<file path="src/rtl/mem_access_pkg.sv">
// Shared defines for the memory-access stage: aluop codes, FSM states, access sizes.
package mem_access_pkg;

    localparam logic [7:0] EXE_NOP_OP = 8'b0000_0000;
    localparam logic [7:0] EXE_ADD_OP = 8'b0010_0000;
    localparam logic [7:0] EXE_LB_OP  = 8'b1110_0000;
    localparam logic [7:0] EXE_LH_OP  = 8'b1110_0001;
    localparam logic [7:0] EXE_LW_OP  = 8'b1110_0011;
    localparam logic [7:0] EXE_LBU_OP = 8'b1110_0100;
    localparam logic [7:0] EXE_LHU_OP = 8'b1110_0101;
    localparam logic [7:0] EXE_SB_OP  = 8'b1110_1000;
    localparam logic [7:0] EXE_SH_OP  = 8'b1110_1001;
    localparam logic [7:0] EXE_SW_OP  = 8'b1110_1011;

    localparam logic [4:0]  NOPRegAddr = 5'b00000;
    localparam logic [31:0] ZeroWord   = 32'h0000_0000;

    typedef enum logic [1:0] {
        IDLE = 2'd0,
        WAIT = 2'd1,
        DONE = 2'd2
    } mem_state_e;

    typedef enum logic [1:0] {
        SZ_BYTE = 2'd0,
        SZ_HALF = 2'd1,
        SZ_WORD = 2'd2
    } access_size_e;

    function automatic logic is_mem_op(input logic [7:0] op);
        case (op)
            EXE_LB_OP, EXE_LBU_OP, EXE_LH_OP, EXE_LHU_OP, EXE_LW_OP,
            EXE_SB_OP, EXE_SH_OP, EXE_SW_OP: return 1'b1;
            default:                          return 1'b0;
        endcase
    endfunction

    function automatic logic is_store_op(input logic [7:0] op);
        return (op == EXE_SB_OP) || (op == EXE_SH_OP) || (op == EXE_SW_OP);
    endfunction

    function automatic access_size_e op_size(input logic [7:0] op);
        case (op)
            EXE_LB_OP, EXE_LBU_OP, EXE_SB_OP: return SZ_BYTE;
            EXE_LH_OP, EXE_LHU_OP, EXE_SH_OP: return SZ_HALF;
            default:                          return SZ_WORD;
        endcase
    endfunction

endpackage

</file>
<file path="src/rtl/mem_access_lane.sv">
// mem_lane: combinational big-endian lane select, store replication and load extraction.
// The misalign flag exists only when MEM_ALIGN_CHECK_EN is defined.
module mem_lane
    import mem_access_pkg::*;
(
    input  logic [7:0]  req_op,
    input  logic [1:0]  req_off,
    input  logic [31:0] req_data,
    output logic [3:0]  sel,
    output logic [31:0] wdata_rep,
`ifdef MEM_ALIGN_CHECK_EN
    output logic        misaligned,
`endif
    input  logic [7:0]  ld_op,
    input  logic [1:0]  ld_off,
    input  logic [31:0] rdata,
    output logic [31:0] ld_data
);

    logic [7:0]  ld_byte;
    logic [15:0] ld_half;

    // Byte lane 0 sits in the most significant byte of the bus word.
    always_comb begin
        sel       = 4'b1111;
        wdata_rep = req_data;
`ifdef MEM_ALIGN_CHECK_EN
        misaligned = 1'b0;
`endif
        case (op_size(req_op))
            SZ_BYTE: begin
                sel       = 4'b1000 >> req_off;
                wdata_rep = {4{req_data[7:0]}};
            end
            SZ_HALF: begin
                sel       = req_off[1] ? 4'b0011 : 4'b1100;
                wdata_rep = {2{req_data[15:0]}};
`ifdef MEM_ALIGN_CHECK_EN
                misaligned = req_off[0];
`endif
            end
            default: begin
                sel       = 4'b1111;
                wdata_rep = req_data;
`ifdef MEM_ALIGN_CHECK_EN
                misaligned = |req_off;
`endif
            end
        endcase
    end

    always_comb begin
        ld_byte = 8'h00;
        case (ld_off)
            2'd0:    ld_byte = rdata[31:24];
            2'd1:    ld_byte = rdata[23:16];
            2'd2:    ld_byte = rdata[15:8];
            default: ld_byte = rdata[7:0];
        endcase
        ld_half = ld_off[1] ? rdata[15:0] : rdata[31:16];

        ld_data = rdata;
        case (ld_op)
            EXE_LB_OP:  ld_data = {{24{ld_byte[7]}}, ld_byte};
            EXE_LBU_OP: ld_data = {24'h0, ld_byte};
            EXE_LH_OP:  ld_data = {{16{ld_half[15]}}, ld_half};
            EXE_LHU_OP: ld_data = {16'h0, ld_half};
            default:    ld_data = rdata;
        endcase
    end

endmodule

</file>
<file path="src/rtl/mem_access.sv">
// Memory-access pipeline stage: passes non-memory ops through, runs loads/stores over a req/ack bus.
// Optional MEM_ALIGN_CHECK_EN adds misaligned-access detection and the excp_misalign port.
module mem_access
    import mem_access_pkg::*;
#(
    parameter int ADDR_W = 32
) (
    input  logic              clk,
    input  logic              rst,
    input  logic [4:0]        mem_wd,
    input  logic              mem_wreg,
    input  logic [31:0]       mem_wdata,
    input  logic [7:0]        mem_aluop,
    input  logic [ADDR_W-1:0] mem_addr,
    input  logic [31:0]       mem_reg2,
    input  logic [5:0]        stall,
    input  logic              flush,
    output logic              dbus_req,
    output logic              dbus_we,
    output logic [ADDR_W-1:0] dbus_addr,
    output logic [3:0]        dbus_sel,
    output logic [31:0]       dbus_wdata,
    input  logic [31:0]       dbus_rdata,
    input  logic              dbus_ack,
    output logic [4:0]        wb_wd,
    output logic              wb_wreg,
    output logic [31:0]       wb_wdata,
    output logic              stallreq
`ifdef MEM_ALIGN_CHECK_EN
    ,
    output logic              excp_misalign
`endif
);

    mem_state_e  state;
    logic [7:0]  op_r;
    logic [1:0]  off_r;
    logic [4:0]  res_wd;
    logic        res_wreg;
    logic [31:0] res_wdata;
    logic        pend_flush;

    logic        is_mem;
    logic        is_store;
    logic        start;
    logic        misaligned;
    logic [3:0]  lane_sel;
    logic [31:0] lane_wdata;
    logic [31:0] ld_data;
    logic        unused_stall;

    assign unused_stall = ^{stall[5], stall[3:0]};
    assign is_mem       = is_mem_op(mem_aluop);
    assign is_store     = is_store_op(mem_aluop);

    mem_lane u_lane (
        .req_op     (mem_aluop),
        .req_off    (mem_addr[1:0]),
        .req_data   (mem_reg2),
        .sel        (lane_sel),
        .wdata_rep  (lane_wdata),
`ifdef MEM_ALIGN_CHECK_EN
        .misaligned (misaligned),
`endif
        .ld_op      (op_r),
        .ld_off     (off_r),
        .rdata      (dbus_rdata),
        .ld_data    (ld_data)
    );

`ifndef MEM_ALIGN_CHECK_EN
    assign misaligned = 1'b0;
`endif

    assign start = is_mem && !flush && !misaligned;

    // A flush seen in WAIT cannot abandon the bus cycle, so it is parked in pend_flush until ack.
    always_ff @(posedge clk or negedge rst) begin
        if (!rst) begin
            state      <= IDLE;
            dbus_req   <= 1'b0;
            dbus_we    <= 1'b0;
            dbus_addr  <= '0;
            dbus_sel   <= 4'b0000;
            dbus_wdata <= ZeroWord;
            op_r       <= EXE_NOP_OP;
            off_r      <= 2'b00;
            res_wd     <= NOPRegAddr;
            res_wreg   <= 1'b0;
            res_wdata  <= ZeroWord;
            pend_flush <= 1'b0;
        end else begin
            case (state)
                IDLE: begin
                    if (start) begin
                        state      <= WAIT;
                        dbus_req   <= 1'b1;
                        dbus_we    <= is_store;
                        dbus_addr  <= {mem_addr[ADDR_W-1:2], 2'b00};
                        dbus_sel   <= lane_sel;
                        dbus_wdata <= lane_wdata;
                        op_r       <= mem_aluop;
                        off_r      <= mem_addr[1:0];
                        res_wd     <= mem_wd;
                        res_wreg   <= mem_wreg && !is_store;
                        pend_flush <= 1'b0;
                    end
                end
                WAIT: begin
                    if (flush) begin
                        pend_flush <= 1'b1;
                    end
                    if (dbus_ack) begin
                        dbus_req <= 1'b0;
                        if (flush || pend_flush) begin
                            state      <= IDLE;
                            res_wreg   <= 1'b0;
                            pend_flush <= 1'b0;
                        end else begin
                            state     <= DONE;
                            res_wdata <= ld_data;
                        end
                    end
                end
                DONE: begin
                    if (flush || !stall[4]) begin
                        state <= IDLE;
                    end
                end
                default: state <= IDLE;
            endcase
        end
    end

    // Writeback and stall request are combinational so non-memory ops cost zero cycles.
    always_comb begin
        wb_wd    = NOPRegAddr;
        wb_wreg  = 1'b0;
        wb_wdata = ZeroWord;
        stallreq = 1'b0;
`ifdef MEM_ALIGN_CHECK_EN
        excp_misalign = 1'b0;
`endif
        if (rst) begin
            case (state)
                IDLE: begin
                    if (!is_mem) begin
                        wb_wd    = mem_wd;
                        wb_wreg  = mem_wreg;
                        wb_wdata = mem_wdata;
                    end else begin
                        stallreq = start;
`ifdef MEM_ALIGN_CHECK_EN
                        excp_misalign = misaligned;
`endif
                    end
                end
                WAIT: stallreq = 1'b1;
                DONE: begin
                    wb_wd    = res_wd;
                    wb_wreg  = res_wreg;
                    wb_wdata = res_wdata;
                end
                default: ;
            endcase
        end
    end

endmodule

</file>
<file path="config.mk">
export PLATFORM = sky130hd
export DESIGN_NAME = mem_access
export DESIGN_NICKNAME = d
export VERILOG_FILES = /design/src/rtl/mem_access_pkg.sv /design/src/rtl/mem_access_lane.sv /design/src/rtl/mem_access.sv
export SDC_FILE = /design/constraint.sdc
export NUM_CORES = 1
export LEC_CHECK = 0
export CAP_MARGIN = 20
export CORE_MARGIN = 5
export CORE_UTILIZATION = 31
export DETAILED_ROUTE_END_ITERATION = 8
export DONT_BUFFER_PORTS = 1
export PLACE_DENSITY = 0.51
export SLEW_MARGIN = 40
export SYNTH_ARGS = -nofsm -noshare
export SYNTH_HDL_FRONTEND = slang
export SYNTH_SLANG_ARGS = --single-unit
</file>
<file path="constraint.sdc">
create_clock -name clk -period 2.5 [get_ports clk]
set_clock_uncertainty 0.2 [all_clocks]
set_input_delay 0.25 -clock clk [delete_from_list [all_inputs] [get_ports clk]]
set_output_delay 0.25 -clock clk [all_outputs]
set_load 0.02 [all_outputs]
</file>
==> flow_metrics.py, run 1 <==
metrics = {
    "run_status": {
        "outcome": "complete, but fails checks",
        "violations": "negative hold slack",
    },
    "clock_tree": {
        "htreeDepth": 4,
        "numCtsBuffers": 17,
        "cts_tree": "done",
        "cts_hold_buf": 114,
        "root_buffer": "clkbuf_16",
        "insertion_delay_ns": 0.41,
        "clkSinkCount": 119,
        "clk_path_buf_depth": 2,
        "path_clk_slew_ns": 0.06,
    },
    "power_and_ir_drop": {
        "power_density_nw_per_um2": 768.7,
        "p_leak_nw": 3.887,
        "fin_total_pwr_mw": 6.751,
        "peakVddDrop_uv": 459.6,
    },
    "die": {
        "ioPinCount": 261,
        "fp.dieW_um": 153.7,
        "rows": 52,
        "die_area_um2": 23630,
        "core_area_um2": 20300,
        "die_height_um": 153.7,
        "initial_core_util_pct": 31.55,
    },
    "place": {
        "hpwl_mm": 14.36,
        "port-buffer-count": 0,
        "placedCellCount": 864,
        "placed_area_um2": 7003,
        "post-place-ws_ns": 0.3210,
        "gp_congestion": 0.7962,
    },
    "synthesis": {
        "synthCells": 580,
        "syn_avg_cell_area_um2": 11.04,
        "synth-async-reset-ratio_pct": 100.0,
        "yosys_warnings": 0,
        "yosysSeqAreaShare_pct": 46.50,
        "ys.flop_type": "dfrtp_1",
        "ys_types": 46,
        "synth_edf_count": 0,
        "ys_seq_elements": 119,
        "netlist_area_um2": 6404,
    },
    "setup_path": {
        "required_ns": 2.64,
        "crit_end": "res_wdata[29]",
        "rr_worst_depth": 5,
        "path_max_fanout": 24,
        "crit_type": "register to register",
        "r2r_slack_ns": 0.12,
        "r2r_end": "res_wdata[29]",
        "cp-start-kind": "register",
        "r2r-start": "op_r[0]",
        "endpoint_kind": "register",
        "crit_path_start": "op_r[0]",
        "worstPathArrival_ns": 2.52,
    },
    "timing": {
        "fmax_mhz": 420.3,
        "hold_viol_final": 119,
        "setup_slack_ns": 0.1206,
        "slew_headroom_pct": 53.32,
        "post-route-period-util_pct": 95.18,
        "setup_viol": 0,
        "fin_crit_ns": 2.379,
        "rsz0062_at_grt": "true",
        "worst_pin_slew_ns": 0.6979,
        "whs_ns": -0.6741,
        "fin_tns_setup_ns": 0,
        "maxSlewViolCount": 0,
    },
    "global_route": {
        "antenna_found_initial": 0,
        "grt_pass1_wl_mm": 33.34,
        "grt_overflow": 0,
        "grt_pass1_vias": 5645,
        "grt_start_max_net_pins": 154,
        "grt_use_total_pct": 17.97,
    },
    "layout": {
        "final_core_util_pct": 43.27,
        "layout_common_cells": "dfrtp_1 (118), dlygate4sd3_1 (114), buf_4 (56), mux2_1 (46)",
        "finalNetCount": 880,
        "area.growth.synth_to_final_pct": 37.16,
        "final_common_cell": "dfrtp_1",
        "fin_cells": 1011,
        "drive_gt1_share_pct": 23.35,
        "stdcell_area_um2": 8783,
        "n_antenna_cell": 0,
        "fillers": 1892,
    },
    "min_path": {
        "worstHoldPathType": "input pin to async pin",
    },
    "drt": {
        "drt-total-wl_mm": 21.67,
        "drc": 0,
        "vias_per_cell": 5.330,
        "drt_iter0_drc": 266,
        "wl_per_cell_um": 21.43,
        "ant_nets": 0,
        "firstDrtPassIters": 5,
        "num_vias": 5389,
    },
    "job": {
        "drv_cap": 0,
    },
}
## flip-flops by register name (all words and copies together) (netlist names), 2 cells and up
register and count:
dbus_wdata 32, res_wdata 32, dbus_addr 30, op_r 8, res_wd 5, dbus_sel 4
off_r 2, state 2
## worst min-delay path by stage
stage                     slack [ns]  from             end  cells after the start
after floorplan                -0.25   rst   dbus_addr[10]                      0
after global routing           -0.71   rst  dbus_wdata[23]                      0
after detailed placement       -0.24   rst  dbus_wdata[18]                      0
final                          -0.67   rst  dbus_wdata[13]                      0
after CTS                      -0.70   rst  dbus_wdata[13]                      0
after global placement         -0.24   rst   dbus_wdata[1]                      0
## critical path, cell delays in order, from the launching register on
cell	delay, ns
dfrtp_1	0.63
buf_4	0.28
and2_1	0.14
o41a_4	0.39
a21oi_2	0.12
dlygate4sd3_1	0.55
## cell families after synthesis
logic type             Yosys count  synth area share, %
other                            1              0.05856
muxes                          118                21.96
DFF                            119                46.50
AOI/OAI and AO/OA              118                13.19
and+or+nand+nor                170                14.05
buffers and inverters           54                4.240
## what timing repair did
item                                    4_1_cts  5_1_grt
setup buffers                                 0        1
pin swaps                                     0        0
gates resized for setup                       1        2
endpoints found under the setup margin        4        7
endpoints found under the hold margin       233      119
## synthesized netlist by cell type (2+ instances only)
cell type / count / share of area (%)
dfrtp_1: 119 / 47
mux2_1: 46 / 8.1
nor2_1: 44 / 2.6
mux2_2: 42 / 7.4
a21oi_1: 39 / 3.0
a32oi_1: 37 / 5.1
nor2b_1: 37 / 3.6
nand2_1: 34 / 2.0
clkbuf_1: 28 / 1.6
nand3_1: 19 / 1.5
mux2i_1: 16 / 2.5
a31oi_1: 12 / 1.2
or2_2: 10 / 0.98
buf_4: 9 / 1.1
o21ai_0: 9 / 0.70
mux2_4: 8 / 1.9
nand2b_1: 7 / 0.68
a41oi_1: 6 / 0.82
inv_1: 6 / 0.35
mux4_2: 6 / 2.1
nor3_1: 5 / 0.39
and2_1: 4 / 0.39
buf_2: 4 / 0.31
buf_6: 4 / 0.70
o211ai_1: 3 / 0.35
a21oi_2: 2 / 0.27
and3_1: 2 / 0.20
buf_1: 2 / 0.12
o221ai_1: 2 / 0.27
o311a_1: 2 / 0.31
## where the power goes
part | internal, mW | switching [mW]
logic | 0.645 | 0.521
clock network | 1.62 | 0.993
registers | 2.35 | 0.621
total | 4.62 | 2.14
## routing by layer
layer  GRT usage, %  share of wire (%)  up-vias
li1               -                  -     2423
met1          21.92                 40     2668
met2          29.79                 49      273
met3          6.661                9.8       25
met4          5.383                1.5        0
met5              0                  0        -
## area by class of cell
type,count,area (um^2),area share [%]
Clock inverter,14,183.9,2.094
Sequential cell,119,2979,33.92
Multi-Input combinational cell,408,3173,36.13
Inverter,7,26.28,0.2991
Clock buffer,18,439.2,5.000
Tap cell,270,337.8,3.846
Timing Repair Buffer,175,1644,18.72
No activity file was read; power rests on OpenSTA's default activity.
==> inputs of run 2 (changes only) <==
==> constraint.sdc (replaced) <==
create_clock -name clk -period 2.7 [get_ports clk]
set_clock_uncertainty 0.2 [all_clocks]
set_input_delay 0.27 -clock clk [delete_from_list [all_inputs] [get_ports clk]]
set_output_delay 0.27 -clock clk [all_outputs]
set_load 0.02 [all_outputs]
==> flow_metrics.py, run 2 (synthesis gave the netlist of run 1 again) <==
metrics = {
    "timing": {
        "worst_pin_slew_ns": 0.7365,
        "fmax_mhz": 401.1,
        "maxSlewViolCount": 0,
        "rsz0062_at_grt": "false",
        "post-route-period-util_pct": 92.35,
        "fin_tns_setup_ns": 0,
        "fin_crit_ns": 2.493,
        "slew_headroom_pct": 50.67,
        "whs_ns": -0.6503,
        "setup_viol": 0,
        "hold_viol_final": 119,
    },
    "job": {
        "drv_cap": 0,
    },
    "layout": {
        "final_common_cell": "dfrtp_1",
        "drive_gt1_share_pct": 22.68,
        "layout_common_cells": "dfrtp_1 (117), dlygate4sd3_1 (112), buf_4 (51), mux2_1 (46)",
        "finalNetCount": 871,
        "n_antenna_cell": 0,
        "area.growth.synth_to_final_pct": 35.46,
        "stdcell_area_um2": 8675,
        "top_regs": "dbus_wdata x32, res_wdata x32, dbus_addr x30",
    },
    "clock_tree": {
        "numCtsBuffers": 17,
        "root_buffer": "clkbuf_16",
        "insertion_delay_ns": 0.41,
        "clkSinkCount": 119,
        "clk_path_buf_depth": 2,
        "path_clk_slew_ns": 0.06,
        "cts_hold_buf": 112,
        "htreeDepth": 4,
        "post-cts-setup-buffers": 0,
        "cts_tree": "done",
    },
    "drt": {
        "route.met3.wl_mm": 2.321,
        "routed-wl-met2_mm": 10.58,
        "wl_met1_mm": 8.548,
        "ant_nets": 0,
        "num_vias": 5390,
        "firstDrtPassIters": 4,
        "wl_per_cell_um": 21.70,
        "drc": 0,
        "highest_layer": "met4",
        "drt-total-wl_mm": 21.75,
        "vias_per_cell": 5.379,
        "drt_iter0_drc": 180,
    },
    "die": {
        "fp.dieW_um": 153.7,
        "die_area_um2": 23630,
        "core_area_um2": 20300,
        "die_height_um": 153.7,
        "ioPinCount": 261,
        "rows": 52,
        "initial_core_util_pct": 31.55,
    },
    "min_path": {
        "worstHoldPathType": "input pin to async pin",
    },
    "place": {
        "placed_area_um2": 6958,
        "gp_congestion": 0.8238,
        "port-buffer-count": 0,
        "hpwl_mm": 14.23,
    },
    "global_route": {
        "grt_use_total_pct": 17.97,
        "grt_start_max_net_pins": 154,
        "grt_pass1_vias": 5782,
        "antenna_found_initial": 0,
        "grt_pass1_wl_mm": 33.66,
        "grt_overflow": 0,
    },
    "setup_path": {
        "cp-start-kind": "register",
        "crit_type": "register to primary output",
        "path_max_fanout": 35,
        "worstPathArrival_ns": 2.02,
        "endpoint_kind": "primary output",
        "required_ns": 2.23,
    },
    "run_status": {
        "violations": "negative hold slack",
        "outcome": "complete, but fails checks",
    },
    "power_and_ir_drop": {
        "peakVddDrop_uv": 439.7,
        "power_density_nw_per_um2": 700.4,
        "p_leak_nw": 3.808,
    },
}
[run 2: cell count changes in the layout (fill, tap and decap cells not counted), moves of 2 or more]
| cell | change |
|---|---|
| buf_4 | -5 |
| buf_6 | -2 |
| clkinvlp_4 | +2 |
| dlygate4sd3_1 | -2 |
[run 2: critical path: stages (launching register included)]
cell and delay [ns]:
dfrtp_2 0.49, nor2_4 0.25, buf_4 0.39, a32oi_1 0.15, nor2b_1 0.17, buf_4 0.17
[run 2: cell type report]
class / instances / area (um^2)
Timing Repair Buffer: 166 / 1564
Tap cell: 270 / 337.8
Fill cell: 1923 / 11620
Clock inverter: 14 / 163.9
Sequential cell: 119 / 2980
Inverter: 7 / 26.28
Clock buffer: 18 / 429.2
Multi-Input combinational cell: 408 / 3173
[run 2: path summary, 6_finish.rpt]
check	from	end	slack, ns	depth (start not counted)
worst max register to register	state[0]	state[1]	0.28	5
max in group asynchronous	rst	res_wdata[21]	2.76	0
worst min register to register	op_r[5]	op_r[5]	0.27	1
worst min-delay path	rst	dbus_wdata[18]	-0.65	0
min in group clk	mem_aluop[3]	res_wreg	0	3
worst max-delay path	state[1]	wb_wd[3]	0.21	5
[run 2: layer usage]
layer | vias to the layer above | global-route usage [%]
met1 | 2681 | 21.51
li1 | 2412 | -
met2 | 277 | 30.14
met5 | - | 0
met4 | 0 | 5.130
met3 | 20 | 6.970
[run 2: report_power, final]
| part | leakage [nW] | internal [mW] | total [mW] | switching, mW |
|---|---|---|---|---|
| combinational | 2.02 | 0.575 | 1.05 | 0.471 |
| clock | 0.281 | 1.39 | 2.28 | 0.891 |
| sequential | 1.50 | 2.17 | 2.75 | 0.579 |
[run 2: through the flow]
| step | worst slack, ns | hold slack [ns] | power (mW) | instances | util, % |
|---|---|---|---|---|---|
| CTS | 0.06538 | -0.6768 | 6.150 | 1002 | 42.72 |
| global placement | 0.5616 | -0.2213 | 3.631 | 858 | 34.28 |
| global route | 0.05977 | -0.6846 | 6.387 | 1002 | 42.73 |
| detailed placement | 0.5154 | -0.2216 | 3.668 | 858 | 34.28 |
| floorplan | 0.4570 | -0.2256 | 3.383 | 581 | - |
| finish | 0.2066 | -0.6503 | 6.075 | 1002 | 42.73 |
[run 2: repair_timing]
action,in CTS,in global routing
endpoints found under the hold margin,232,119
resized for setup,0,1
setup endpoints to repair,0,16
